<file path="src/rtl/hazard_pkg.sv">
// Shared definitions for the hazard/pipeline-control unit: stage indices, forwarding
// select encodings and the EX..WB shadow entry.
package hazard_pkg;

  localparam int unsigned ST_PC  = 0;
  localparam int unsigned ST_IF  = 1;
  localparam int unsigned ST_ID  = 2;
  localparam int unsigned ST_EX  = 3;
  localparam int unsigned ST_MEM = 4;
  localparam int unsigned ST_WB  = 5;

  // Widest register address / stage index a shadow entry can hold.
  localparam int unsigned MAX_AW  = 8;
  localparam int unsigned STAGE_W = 4;

  localparam logic [1:0] FWD_RF  = 2'd0;
  localparam logic [1:0] FWD_EX  = 2'd1;
  localparam logic [1:0] FWD_MEM = 2'd2;
  localparam logic [1:0] FWD_WB  = 2'd3;

  typedef struct packed {
    logic               valid;
    logic               we;
    logic [MAX_AW-1:0]  waddr;
    logic [STAGE_W-1:0] avail;
  } entry_t;

  // Forwarding source for a producer currently sitting in `stage` (anything past MEM is WB).
  function automatic logic [1:0] fwd_code(input int unsigned stage);
    if (stage >= ST_WB) return FWD_WB;
    if (stage == ST_MEM) return FWD_MEM;
    return FWD_EX;
  endfunction

endpackage

</file>
<file path="src/rtl/hazard_fwd_port.sv">
// Match and youngest-wins priority for one ID read port against the EX..WB shadow entries.
module hazard_fwd_port
  import hazard_pkg::*;
#(
  parameter int unsigned NE     = 3,
  parameter int unsigned REG_AW = 5
) (
  input  logic [REG_AW-1:0]       raddr,
  input  logic                    rvalid,
  input  logic [NE-1:0]           ent_live,
  input  logic [NE*MAX_AW-1:0]    ent_waddr,
  input  logic [NE*STAGE_W-1:0]   ent_avail,
  output logic [1:0]              sel,
  output logic                    hazard
);

  logic found;

  // Entry 0 is EX, the youngest producer, so the first hit wins.
  always_comb begin
    sel    = FWD_RF;
    hazard = 1'b0;
    found  = 1'b0;
    for (int i = 0; i < NE; i++) begin
      if (!found && rvalid && raddr != '0 && ent_live[i] &&
          ent_waddr[i*MAX_AW +: MAX_AW] == MAX_AW'(raddr)) begin
        found = 1'b1;
        if (ST_EX + i >= 32'(ent_avail[i*STAGE_W +: STAGE_W])) begin
          sel = fwd_code(ST_EX + i);
        end else begin
          hazard = 1'b1;
        end
      end
    end
  end

endmodule

</file>
<file path="src/rtl/hazard_unit.sv">
// Hazard and pipeline-control unit: shadows EX..WB destinations, drives ID forwarding
// selects and the per-stage stall bus for load-use, multi-cycle EX ops and flushes.
module hazard_unit
  import hazard_pkg::*;
#(
  parameter int unsigned NUM_STAGES = 5,
  parameter int unsigned NREAD      = 2,
  parameter int unsigned REG_AW     = 5,
  parameter int unsigned LOAD_STAGE = 4,
  parameter int unsigned MC_LAT     = 8
) (
  input  logic                     clk,
  input  logic                     rst,
  input  logic                     id_valid,
  input  logic [NREAD*REG_AW-1:0]  id_raddr,
  input  logic [NREAD-1:0]         id_rvalid,
  input  logic                     id_we,
  input  logic [REG_AW-1:0]        id_waddr,
  input  logic                     id_ld,
  input  logic                     id_mc,
  input  logic                     flush,
  output logic [NUM_STAGES:0]      stall,
  output logic [NREAD*2-1:0]       fwd_sel,
  output logic                     stall_load,
  output logic                     mc_busy
);

  localparam int unsigned NE    = NUM_STAGES - ST_EX + 1;
  localparam int unsigned CNT_W = $clog2(MC_LAT) + 1;

  entry_t ent_q [NE];
  entry_t ent_d [NE];
  entry_t id_ent;

  logic [CNT_W-1:0] cnt_q, cnt_d;
  logic             flush_pend_q, flush_pend_d;

  logic [NE-1:0]          ent_live;
  logic [NE*MAX_AW-1:0]   ent_waddr;
  logic [NE*STAGE_W-1:0]  ent_avail;
  logic [NREAD-1:0]       port_hz;

  logic mc_stall;
  logic flush_eff;
  logic load_hz;

  always_comb begin
    for (int i = 0; i < NE; i++) begin
      ent_live[i]                      = ent_q[i].valid & ent_q[i].we;
      ent_waddr[i*MAX_AW +: MAX_AW]    = ent_q[i].waddr;
      ent_avail[i*STAGE_W +: STAGE_W]  = ent_q[i].avail;
    end
  end

  for (genvar p = 0; p < NREAD; p++) begin : g_port
    hazard_fwd_port #(
      .NE     (NE),
      .REG_AW (REG_AW)
    ) u_port (
      .raddr     (id_raddr[p*REG_AW +: REG_AW]),
      .rvalid    (id_rvalid[p]),
      .ent_live  (ent_live),
      .ent_waddr (ent_waddr),
      .ent_avail (ent_avail),
      .sel       (fwd_sel[p*2 +: 2]),
      .hazard    (port_hz[p])
    );
  end

  assign mc_stall  = (cnt_q != '0);
  // A flush held back by a busy divider is applied on the first free cycle.
  assign flush_eff = flush | flush_pend_q;
  // ID is frozen by the multi-cycle stall anyway, so a load-use hit there is masked.
  assign load_hz   = id_valid & (|port_hz) & ~flush_eff & ~mc_stall;

  assign stall_load = load_hz;
  assign mc_busy    = mc_stall;

  always_comb begin
    stall = '0;
    if (mc_stall || load_hz) begin
      stall[ST_PC] = 1'b1;
      stall[ST_IF] = 1'b1;
      stall[ST_ID] = 1'b1;
    end
    if (mc_stall) begin
      stall[ST_EX] = 1'b1;
    end
  end

  always_comb begin
    id_ent.valid = id_valid;
    id_ent.we    = id_we;
    id_ent.waddr = MAX_AW'(id_waddr);
    id_ent.avail = id_ld ? STAGE_W'(LOAD_STAGE) : STAGE_W'(ST_EX);

    ent_d[0] = id_ent;
    for (int i = 1; i < NE; i++) begin
      ent_d[i] = ent_q[i-1];
    end
    cnt_d        = cnt_q;
    flush_pend_d = flush_pend_q;

    if (mc_stall) begin
      ent_d[0]             = ent_q[0];
      ent_d[ST_MEM-ST_EX]  = '0;
      cnt_d                = cnt_q - CNT_W'(1);
      if (flush) begin
        flush_pend_d = 1'b1;
      end
    end else if (flush_eff) begin
      ent_d[0]     = '0;
      flush_pend_d = 1'b0;
    end else if (load_hz) begin
      ent_d[0] = '0;
    end else if (id_valid && id_mc) begin
      // Counts the extra EX cycles beyond the one the op occupies anyway.
      cnt_d = CNT_W'(MC_LAT - 1);
    end
  end

  always_ff @(posedge clk) begin
    if (rst) begin
      for (int i = 0; i < NE; i++) begin
        ent_q[i] <= '0;
      end
      cnt_q        <= '0;
      flush_pend_q <= 1'b0;
    end else begin
      for (int i = 0; i < NE; i++) begin
        ent_q[i] <= ent_d[i];
      end
      cnt_q        <= cnt_d;
      flush_pend_q <= flush_pend_d;
    end
  end

endmodule

</file>
<file path="config.mk">
export PLATFORM = sky130hd
export DESIGN_NAME = hazard_unit
export DESIGN_NICKNAME = d
export VERILOG_FILES = /design/src/rtl/hazard_pkg.sv /design/src/rtl/hazard_fwd_port.sv /design/src/rtl/hazard_unit.sv
export SDC_FILE = /design/constraint.sdc
export NUM_CORES = 1
export LEC_CHECK = 0
export CORE_ASPECT_RATIO = 1.25
export CORE_MARGIN = 1.5
export CORE_UTILIZATION = 34
export DETAILED_ROUTE_END_ITERATION = 6
export PLACE_DENSITY_LB_ADDON = 0.3
export SYNTH_ARGS = -nofsm -noshare
export SYNTH_HDL_FRONTEND = slang
export SYNTH_SLANG_ARGS = --single-unit
</file>
<file path="constraint.sdc">
create_clock -name clk -period 2.3 [get_ports clk]
set_input_delay 0.23 -clock clk [delete_from_list [all_inputs] [get_ports clk]]
set_output_delay 0.23 -clock clk [all_outputs]
set_load 0.02 [all_outputs]
</file>
## Word-level counts from Yosys, hierarchy flattened

Memories as Yosys holds them, arrays and structs flattened.
Index checks and enable logic that the tools add are counted.

| cells by class | value |
|---|---|
| reduce and logical (&&, ||, !) cells | 36 |
| $lt $le $gt $ge | 3 |
| $add $sub $neg | 1 |
| mux-type cells | 56 |
| equality and inequality tests | 9 |
| bitwise logic cells | 12 |

Operators with widths:

| kind | number |
|---|---|
| 14-bit two-way mux | 7 |
| 8-bit by 5-bit equality test with 1-bit output | 6 |
| 1-bit two-way mux | 30 |
| 2-bit two-way mux | 13 |
| 1-bit logical AND | 23 |
| 4-bit two-way mux | 4 |
| 5-bit nonzero test | 2 |
| 3-bit by 4-bit greater-or-equal comparator with 1-bit output, first input constant | 2 |
| 1-bit bitwise AND | 6 |
| 3-bit two-way mux | 2 |
| 2-bit != test, second input constant | 3 |
| 2-bit by 4-bit greater-or-equal comparator with 1-bit output, first input constant | 1 |
| 1-bit zero test | 4 |
| 1-bit OR | 4 |
| 2-bit nonzero test | 2 |
| 4-bit nonzero test | 1 |
| 4-bit by 1-bit subtractor with 4-bit output, second input constant | 1 |
| 3-bit AND reduction | 1 |
| 1-bit inverter | 2 |
| 2-bit AND reduction | 1 |
| 2-bit OR reduction | 1 |
| 1-bit logical OR | 1 |

| word-level totals | value |
|---|---|
| output and inout port bits | 12 |
| RAM bits | 42 |
| memories kept | 1 |
| flip-flop bits (word level) | 5 |

Memory list:

| name | words | width | rd ports | clocked after Yosys merged registers in | write ports | line | text |
|---|---|---|---|---|---|---|---|
| ent_q | 3 | 14 | 3 | 0 | 3 | hazard_unit.sv:31 | `entry_t ent_q [NE];` |

## Depth between registers and ports, before layout

| depth | value |
|---|---|
| depth in word-level cells | 25 |
| depth in mapped cells | 8 |
| gate-level depth less buffers | 7 |

## Modules after synthesis

A second synthesis with hierarchy kept.

| second synthesis, totals | value |
|---|---|
| cell total of the unflattened synthesis | 200 |
| area, all modules | 1794.2 um^2 |

By module, submodules not included:

| module | cells each | area each (um^2) | sequential area each (um^2) | times used |
|---|---|---|---|---|
| hazard_unit | 118 | 1163.6 | 640.6 | 1 |
| hazard_fwd_port | 41 | 315.3 | 0.0 | 2 |

## Worst setup path after synthesis

Ideal clock, no wire load.

| path | value |
|---|---|
| path type | register to output |
| start | memory ent_q[0][7] in the netlist's numbering |
| end | output port stall[1] |
| path slack | -0.221 ns |
| arrival time | 2.291 ns |
| cell stages (with the launch flop) | 9 |
| path through | dfxtp_1 xor2_1 nor4_2 a21oi_4 or4b_1 a21o_2 and2_1 o21bai_1 buf_4 |

RTL lines:

| item | line | text |
|---|---|---|
| start: declaration | hazard_unit.sv:31 |  |
| end: declaration | hazard_unit.sv:22 | `output logic [NUM_STAGES:0] stall,` |

==> metrics.md <==
| Metric | Value |
|---|---|
| Hold WC Path Type | `flop to flop` |
| # diodes | `0` |
| Syn. warnings | `0` |
| Drt pass-1 iters | `4` |
| Final Wtd Congestion | `between 0.8 and 0.9` |
| Die height | `81.7 um` |
| Cell row count | `28` |
| Final Skew | `between 0.005 and 0.006 ns` |
| Pint | `roughly 1.3 mW` |
| Clock Sinks | `32` |
| CP required | `around 2.1 ns` |
| Tot GR Track Use | `between 15 and 20%` |
| Sw frac | `36.4%` |
| Max Slew Vio Count | `0` |
| Synth Register Bits | `32` |
| P_sw | `roughly 760 uW` |
| Worst-skew pair later-pin latency | `0.29 ns` |
| Worst Tran Pin Value | `just over 0.5 ns` |
| Combinational cell fraction of total power | `43.9%` |
| TNS Setup | `-0.776 ns` |
| Outcome | `finished, violations left` |
| Max-Cap Viols | `0` |
| Via count | `roughly 1500` |
| Final worst slack | `-0.162 ns` |
| DP Worst Slack | `-0.902 ns` |
| Layout Nets | `around 290` |
| Top Layer Used | `met4` |
| Die W | `roughly 66 um` |
| RSZ-0062 raised after global routing | `true` |
| Remaining Overflow, GRT | `0` |
| DP Wirelength | `roughly 3200 um` |
| WP data arrival | `roughly 2.2 ns` |
| Area delta synth->final | `55.1%` |
| Final Hold Fails | `0` |
| Vias in the first global route | `approximately 1500` |
| Worst setup SP type | `flop` |
| Routed Antenna Nets | `0` |
| Total Die Area | `roughly 0.0054 sq mm` |
| Placed insts | `roughly 310` |
| Initial antenna violation count | `0` |
| Routed wire per std cell | `12.8 um` |
| Layout cell share with drive strength beyond 1 | `37.6%` |
| Initial Util | `between 30% and 40%` |
| I/O Pins | `36` |
| Layout Cells excl Fill | `about 320` |
| VDD IR max | `approximately 0.0011 V` |
| Global-route wire length before repair | `6810 um` |
| Post-synthesis sequential area ratio | `38.0%` |
| Sequential power share | `between 30% and 40%` |
| Cell area after layout | `0.00261 sq mm` |
| Power share of the clock group | `21.4%` |
| Hold-fix buffers, CTS | `0` |
| Leakage power figure | `around 1.1 nW` |
| CTS max path bufs | `2` |
| Synth Cell Area | `roughly 0.0017 sq mm` |
| Port Buffers | `33` |
| Core box area | `~0.0048 sq mm` |
| Achievable Freq | `approximately 410 MHz` |
| Kind of critical path | `flop to output pin` |
| Synth top area cells | `dfxtp_1, xnor2_1, xor2_1, nand2_1, and2_1` |
| Avg Cell Area, Syn | `8.91 sq um` |
| Failing checks | `setup timing` |
| Met2 routed wirelength | `between 2000 and 2500 um` |
| Clock period minus worst slack | `roughly 2.5 ns` |
| Wl on met1 | `roughly 1800 um` |
| Slew headroom | `between 60% and 70%` |
| CTS H-tree depth | `2` |
| Hold slack | `~0.44 ns` |
| Pwr Density | `between 700 and 800 mW/mm^2` |
| Setup crit end kind | `output pin` |
| Syn Inst Count | `189` |
| Leading area contributor after synthesis | `dfxtp_1` |
| Critical Path Fanout Max | `3` |
| Vias per inst | `between 4 and 5` |
| Number of library cell types mapped by synthesis | `42` |
| TritonCTS clock tree | `built` |
| CTS clk-pin slew, worst paths | `about 0.070 ns` |
| Fillcell total | `around 470` |
| Largest net degree at the start of global routing | `15` |
| Clock Tree Root | `clkbuf_8` |
| DRT iter0 DRCs | `33` |
| # setup viols final | `6` |
| Final period util | `107%` |
| Placement Cell Area | `approximately 0.0023 sq mm` |
| CTS buffer count | `5` |
| Post-synth top area share | `a little under two fifths` |
| Met3 Routed Length | `roughly 140 um` |
| Routed WL | `between 4000 and 5000 um` |
| DR DRC count | `0` |
## through the flow
step | power [mW] | utilization (%)
2_1_floorplan | 1.27 | -
3_3_place_gp | 1.57 | 48.9
3_5_place_dp | 1.58 | 48.9
4_1_cts | 2.06 | 53.2
5_1_grt | 2.19 | 54.8
6_report | 2.08 | 54.8
## cell usage after synthesis
cell type  count
nor4_1         2
nand3_1        5
o21bai_1       1
nor3_1         4
nand2b_1       3
a21oi_4        2
xnor2_1       19
a21bo_2        1
nor2_1         8
and3_1         3
a21o_1         1
o21ai_1        9
nor4_2         1
and3b_1        1
and2_1        11
clkbuf_1       2
o21a_1         1
o21ai_2        1
nand4_1        6
nand2_2        1
mux2_4         1
a21o_2         1
o31a_1         1
or3_1          1
nand2_1       23
xor2_1        11
o22ai_1        1
dfxtp_1       32
nor3_2         1
nor4b_1        2
ha_1           1
inv_1          3
nor2b_1       10
or3b_2         3
or4b_1         1
buf_4          5
conb_1         1
a32oi_1        1
or4_1          2
a21boi_4       1
a21oi_1        4
a32o_1         1
## cells by family after synthesis
kind of cell	share of synthesized area (%)
AO/OA/AOI/OAI	11.9
XOR/XNOR	15.6
adder cells (fa/ha/maj)	0.743
buffers and inverters	3.34
flip-flops	38.0
multiplexers	0.891
other	0.223
AND/OR/NAND/NOR	29.3
## registers in the layout (all words and copies together), names as in the netlist
signal	count
ent_q	27
cnt_q	4
flush_pend_q	1
## cell usage in the layout, fill, tap and decap left out, drive strengths merged, types with 3 or more instances in the layout
master and count:
nor3 5, or3b 3, and3 3, xor2 11
xnor2 19, nand3 5, dlygate4sd2 7, clkdlybuf4s15 3
and2 11, inv 3, nand2b 3, nor4 3
nor2b 10, nand4 6, nor2 8, clkbuf 6
nand2 24, buf 46, o21ai 10, dfxtp 32
a21oi 6, clkdlybuf4s50 15
## power by group through the flow
stage | clock, mW | combinational, mW | sequential (mW)
detailed placement | 0 | 0.868 | 0.716
CTS | 0.452 | 0.898 | 0.712
floorplan | 0 | 0.567 | 0.700
finish | 0.445 | 0.913 | 0.721
global placement | 0 | 0.858 | 0.713
global route | 0.477 | 0.983 | 0.734
## path summary, 6_finish.rpt
| kind | slack (ns) | cells past startpoint | end | start |
|---|---|---|---|---|
| worst min register to register | 0.44 | 2 | ent_q[0][1] | ent_q[0][1] |
| worst max register to register | 0.09 | 8 | cnt_q[1] | ent_q[0][5] |
| worst min-delay path | 0.44 | 2 | ent_q[0][1] | ent_q[0][1] |
| worst max-delay path | -0.16 | 8 | stall[0] | ent_q[0][5] |
## routing by layer
metal,GRT usage (%),vias up
met1,18.6,710
li1,-,780
met4,9.18,0
met2,29.2,36
met3,3.56,9
met5,0,-
## worst max-delay path, stage by stage, from the launching register on
cell	delay [ns]
dfxtp_2	0.39
xor2_2	0.20
nor4_4	0.08
a21oi_4	0.15
or4b_1	0.44
a21o_2	0.23
and2_4	0.15
o21bai_4	0.15
buf_6	0.14
## repair_timing
item	in CTS	in global routing
gates resized for setup	85	11
pin swaps	13	4
setup endpoints to repair	17	7
hold endpoints to repair	0	0
buffers inserted	1	2
## area by class of cell
class | instances | area [sq um] | share of cell area, %
clock inverter | 3 | 23.8 | 0.910
timing repair buffer | 72 | 627 | 24.0
tap | 60 | 75.1 | 2.87
multi-input combinational | 148 | 1150 | 44.0
inverter | 3 | 11.3 | 0.431
clock buffer | 5 | 68.8 | 2.64
sequential | 32 | 656 | 25.1
Note: power is estimated with default switching activity, not from simulation.
